<file path="src/rtl/collision_matrix_ctrl.sv">
// collision_matrix_ctrl: per-pair overlap detection with per-frame first-hit, pulse and count tracking.
module collision_matrix_ctrl #(
    parameter int NUM_OBJ = 4,
    parameter logic [NUM_OBJ*NUM_OBJ-1:0] PAIR_MASK = 16'h08CE,
    parameter int CNT_W = 4
) (
    input  logic                         clk,
    input  logic                         resetN,
    input  logic                         startOfFrame,
    input  logic [NUM_OBJ-1:0]           drawing_request,
    output logic                         collision,
    output logic                         SingleHitPulse,
    output logic [NUM_OBJ*NUM_OBJ-1:0]   pair_pulse,
    output logic [NUM_OBJ*NUM_OBJ-1:0]   pair_hits,
    output logic [NUM_OBJ*NUM_OBJ-1:0]   frame_hits,
    output logic [5:0]                   first_pair,
    output logic                         first_valid,
    output logic [CNT_W-1:0]             hit_count
);
    localparam int P = NUM_OBJ * NUM_OBJ;
    localparam logic [CNT_W+7:0] CMAX = {8'd0, {CNT_W{1'b1}}};
    logic [P-1:0]       ov, base, nw;
    logic [CNT_W-1:0]   cnt, cnt_base, cnt_nxt;
    logic [CNT_W+7:0]   sum;
    logic [6:0]         pop;
    logic [2:0]         fi, fj;
    logic               fire;
    always_comb begin
        ov = '0;
        for (int i = 0; i < NUM_OBJ; i++)
            for (int j = i + 1; j < NUM_OBJ; j++)
                ov[i*NUM_OBJ+j] = drawing_request[i] & drawing_request[j] & PAIR_MASK[i*NUM_OBJ+j];
    end
    // A frame start discards old hits first, so overlaps in that cycle count as new.
    assign base     = startOfFrame ? '0 : pair_hits;
    assign cnt_base = startOfFrame ? '0 : cnt;
    assign nw       = ov & ~base;
    assign fire     = (|nw) & ~(|base);
    always_comb begin
        pop = '0;
        fi  = '0;
        fj  = '0;
        for (int k = 0; k < P; k++)
            pop = pop + 7'(nw[k]);
        for (int k = P - 1; k >= 0; k--)
            if (nw[k]) begin
                fi = 3'(k / NUM_OBJ);
                fj = 3'(k % NUM_OBJ);
            end
    end
    assign sum     = {8'd0, cnt_base} + {{(CNT_W+1){1'b0}}, pop};
    assign cnt_nxt = (sum > CMAX) ? {CNT_W{1'b1}} : sum[CNT_W-1:0];
    always_ff @(posedge clk or negedge resetN) begin
        if (!resetN) begin
            collision      <= 1'b0;
            SingleHitPulse <= 1'b0;
            pair_pulse     <= '0;
            pair_hits      <= '0;
            frame_hits     <= '0;
            first_pair     <= '0;
            first_valid    <= 1'b0;
            hit_count      <= '0;
            cnt            <= '0;
        end else begin
            collision      <= |ov;
            SingleHitPulse <= fire;
            pair_pulse     <= nw;
            pair_hits      <= base | ov;
            cnt            <= cnt_nxt;
            first_valid    <= fire | (first_valid & ~startOfFrame);
            first_pair     <= fire ? {fi, fj} : (startOfFrame ? 6'd0 : first_pair);
            if (startOfFrame) begin
                frame_hits <= pair_hits;
                hit_count  <= cnt;
            end
        end
    end
endmodule
</file>
<file path="config.mk">
export PLATFORM = sky130hd
export DESIGN_NAME = collision_matrix_ctrl
export DESIGN_NICKNAME = d
export VERILOG_FILES = /design/src/rtl/collision_matrix_ctrl.sv
export SDC_FILE = /design/constraint.sdc
export NUM_CORES = 1
export LEC_CHECK = 0
export BUFFER_PORTS_ARGS = -buffer_cell sky130_fd_sc_hd__buf_4
export CORE_MARGIN = 2
export CORE_UTILIZATION = 55
export CTS_CLUSTER_SIZE = 40
export DETAILED_ROUTE_END_ITERATION = 7
export GPL_TIMING_DRIVEN = 0
export PLACE_DENSITY_LB_ADDON = 0.05
export SETUP_SLACK_MARGIN = 0.15
export SLEW_MARGIN = 20
export SYNTH_ARGS = -nofsm -noshare
export SYNTH_HDL_FRONTEND = slang
export SYNTH_SLANG_ARGS = --single-unit
</file>
<file path="constraint.sdc">
create_clock -name clk -period 4.1 [get_ports clk]
set_input_delay 0.205 -clock clk [delete_from_list [all_inputs] [get_ports clk]]
set_output_delay 0.205 -clock clk [all_outputs]
set_load 0.05 [all_outputs]
</file>
==> flow_summary.ini <==
[global_routing]
grt_max_degree = 54
grt_pass1_wl_um = 7720
antenna_found_initial = 0
grt_overflow = 0
grt_pass1_vias = 1575
grt_usage_pct = 19.8

[power]
p_seq_share_pct = 44.7
p_per_area_nw_per_um2 = 457
switchingPower_w = 0.000471
intPower_w = 0.000898
total_power_w = 0.00137
leakage_nw = 1.58
p_comb_share_pct = 30.0
peakVddDrop_v = 0.000309
swShare_pct = 34.4
clock_power_share_pct = 25.3

[layout]
drive_gt1_share_pct = 39.4
nFillCells = 300
num_antenna_cells = 0
final_nets = 278
area_delta_synth_final_pct = 26.3

[clock_tree]
cts_tree = built
numCtsBuffers = 5
insertion_delay_ns = 0.30
htreeDepth = 2
cts_sinks = 53
holdBufCountCts = 1
cts_root_buf = clkbuf_8
cts_resized = 0
path_clk_slew_ns = 0.09
cts_setup_buffers = 0
clk_path_buf_depth = 2

[drt]
wire_per_inst_um = 14.2
drc = 0
wirelength_um = 4470
drt_first_iter_violations = 117
first_pass_iters = 4
ant_nets = 0
dr_total_vias = 1585
viasPerCell = 5.05

[floorplanning]
die_width_um = 69.7
fp.coreArea_sq_um = 4090
dieHeight_um = 69.7
die-area_sq_um = 4850
initial_core_util_pct = 58.0
ios = 68
rows = 23

[min_path]
hold_path_depth = 3
min_to = pair_hits[11]
hold_class = in -> reg
hp-start = drawing_request[2]

[timing]
rsz0062_at_grt = no
fin_skew_ns = 0.00584
fin_crit_sh_pct = 76.2
min_period_ns = 3.12
timing.final.ws_setup_ns = 0.975
final_max_slew_viol_count = 0
fmax_mhz = 320
setup_viol = 0
finalHoldViolations = 0
relSlewSlack_pct = 55.1
worst-slew-pin-transition_ns = 0.673
hold_ws_ns = 0.163
tns_ns = 0

[setup_path]
crit_top_cell = fa_1
r2r_slack_ns = 0.98
crit_arrival_ns = 3.36
regToRegStartpoint = pair_hits[2]
cp.required_ns = 4.34
path_cells = a21oi_1 -> inv_1 -> fa_1 -> fa_1 -> fa_1 -> fa_1 -> nor2_1 -> o21ai_0 -> nand2_1
critical_path_buf_inv_count = 1
crit_path_end_kind = flop
path_class = reg -> reg
cp-start-kind = flop
worstReg2RegEnd = cnt[1]
critPathTopFamily = adder cells
path_max_fanout = 5
crit_slowest_cell = fa_1
worst-r2r-cell-count = 9
max_stage_delay_ns = 0.53

[placement]
dp_hpwl_um = 3350
gp_congestion = 0.781
place_ws_ns = 0.978
io_buffers = 53

[logic_synthesis]
synthMuxAreaShare_pct = 10.8
syn_area_per_cell_sq_um = 12.4
syn_inst = 191
synth_area_sq_um = 2370
ys_warn_count = 0
yosysSeqAreaShare_pct = 55.9
ys_ff_latch = 53
yosys.area_share.simple_pct = 14.7
synth_top_family_by_area = simple AND/OR/NAND/NOR gates
synth_compound_area_share_pct = 5.38
ys_types = 34
synth_fa_ha_area_share_pct = 5.91
synth_xor_area_share_pct = 0

[run_status]
status = finished clean

[flow_run]
maxCapViolCount = 0
cell families (layout without fill, tap and decap cells):
logic type	Yosys count	count (layout)
buffers and inverters	30	92
DFF	53	53
adders and majority gates	9	9
AOI/OAI and AO/OA	15	15
other	1	12
muxes	23	23
and+or+nand+nor	60	60
per-stage QoR:
step | util (%) | cell area (sq um) | std cells
final | 73.3 | 2990 | 314
after global routing | 73.3 | 2990 | 314
after CTS | 73.3 | 2990 | 314
after detailed placement | 70.3 | 2870 | 305
after global placement | 70.3 | 2870 | 305
after floorplan | - | 2410 | 202
per-layer routing:
metal	GRT usage, %	part of all wire [%]	up-vias
met3	5.23	5.8	6
met5	0	0	-
met1	26.2	43	776
met4	4.70	0.90	0
li1	-	-	752
met2	33.0	50	51
power by group through the flow:
stage	clock (W)	sequential, W	combinational [W]
after floorplan	0	0.000761	0.000155
after global placement	0	0.000621	0.000405
after detailed placement	0	0.000623	0.000412
after CTS	0.000355	0.000612	0.000414
after global routing	0.000378	0.000619	0.000442
final	0.000347	0.000612	0.000410
area by class of cell:
cell class	count	area (sq um)	share of cell area [%]
Sequential cell	53	1330	44.3
Multi-Input combinational cell	119	918	30.7
Timing Repair Buffer	54	408	13.6
Buffer	18	123	4.10
Clock buffer	6	72.6	2.42
Tap cell	50	62.6	2.09
Inverter	12	45.0	1.50
Clock inverter	2	38.8	1.30
worst max-delay path by stage:
stage / start / end / slack (ns) / cells after the start
floorplan: pair_hits[6] / cnt[2] / 1.02 / 8
global placement: startOfFrame / cnt[1] / 1.02 / 11
detailed placement: startOfFrame / cnt[1] / 0.98 / 11
CTS: pair_hits[2] / cnt[1] / 1.0 / 9
global route: pair_hits[2] / cnt[1] / 0.82 / 9
finish: pair_hits[2] / cnt[1] / 0.98 / 9
Yosys cell counts (all sizes together):
master	number	area [sq um]
dfrtp	53	1330
mux2	21	236
nand2	21	78.8
buf	15	111
nor2b	15	93.8
inv	12	45.0
nand2b	7	43.8
nand3	5	25.0
o21ai	5	25.0
a21oi	4	31.3
fa	4	80.1
ha	4	50.1
nor2	4	22.5
nor4	4	58.8
clkbuf	3	11.3
a31oi	2	12.5
a41oi	2	43.8
mux2i	2	20.0
nor3	2	10.0
a21o	1	7.51
a22oi	1	7.51
conb	1	3.75
maj3	1	10.0
or3	1	6.26
or4b	1	10.0
sequential cells by signal, summed over array words and instances (netlist names), 4 cells and up:
signal / flops
pair_pulse: 6
hit_count: 4
first_pair: 4
frame_hits: 16
cnt: 4
pair_hits: 16
tightest hold or removal path, cell delays in order:
cell and delay [ns]:
buf_4 0.11, nand2_1 0.05, nand2_1 0.06
layout by cell type (no fill, tap or decap), types with 2 or more instances in the layout:
cell      synthesis  final
buf_4            12     65
dfrtp_1          53     53
nand2_1          21     21
mux2_2           20     20
nor2b_1          15     15
conb_1            1     12
inv_1            11     11
nand2b_1          7      7
nand3_1           5      5
clkbuf_8          0      5
clkbuf_1          3      4
o21ai_0           4      4
fa_1              4      4
ha_1              4      4
a21oi_1           3      3
nor4_2            3      3
nor2_1            3      3
buf_2             2      2
nor3_1            2      2
a31oi_1           2      2
mux2i_1           2      2
(Power assumes the default switching activity.)
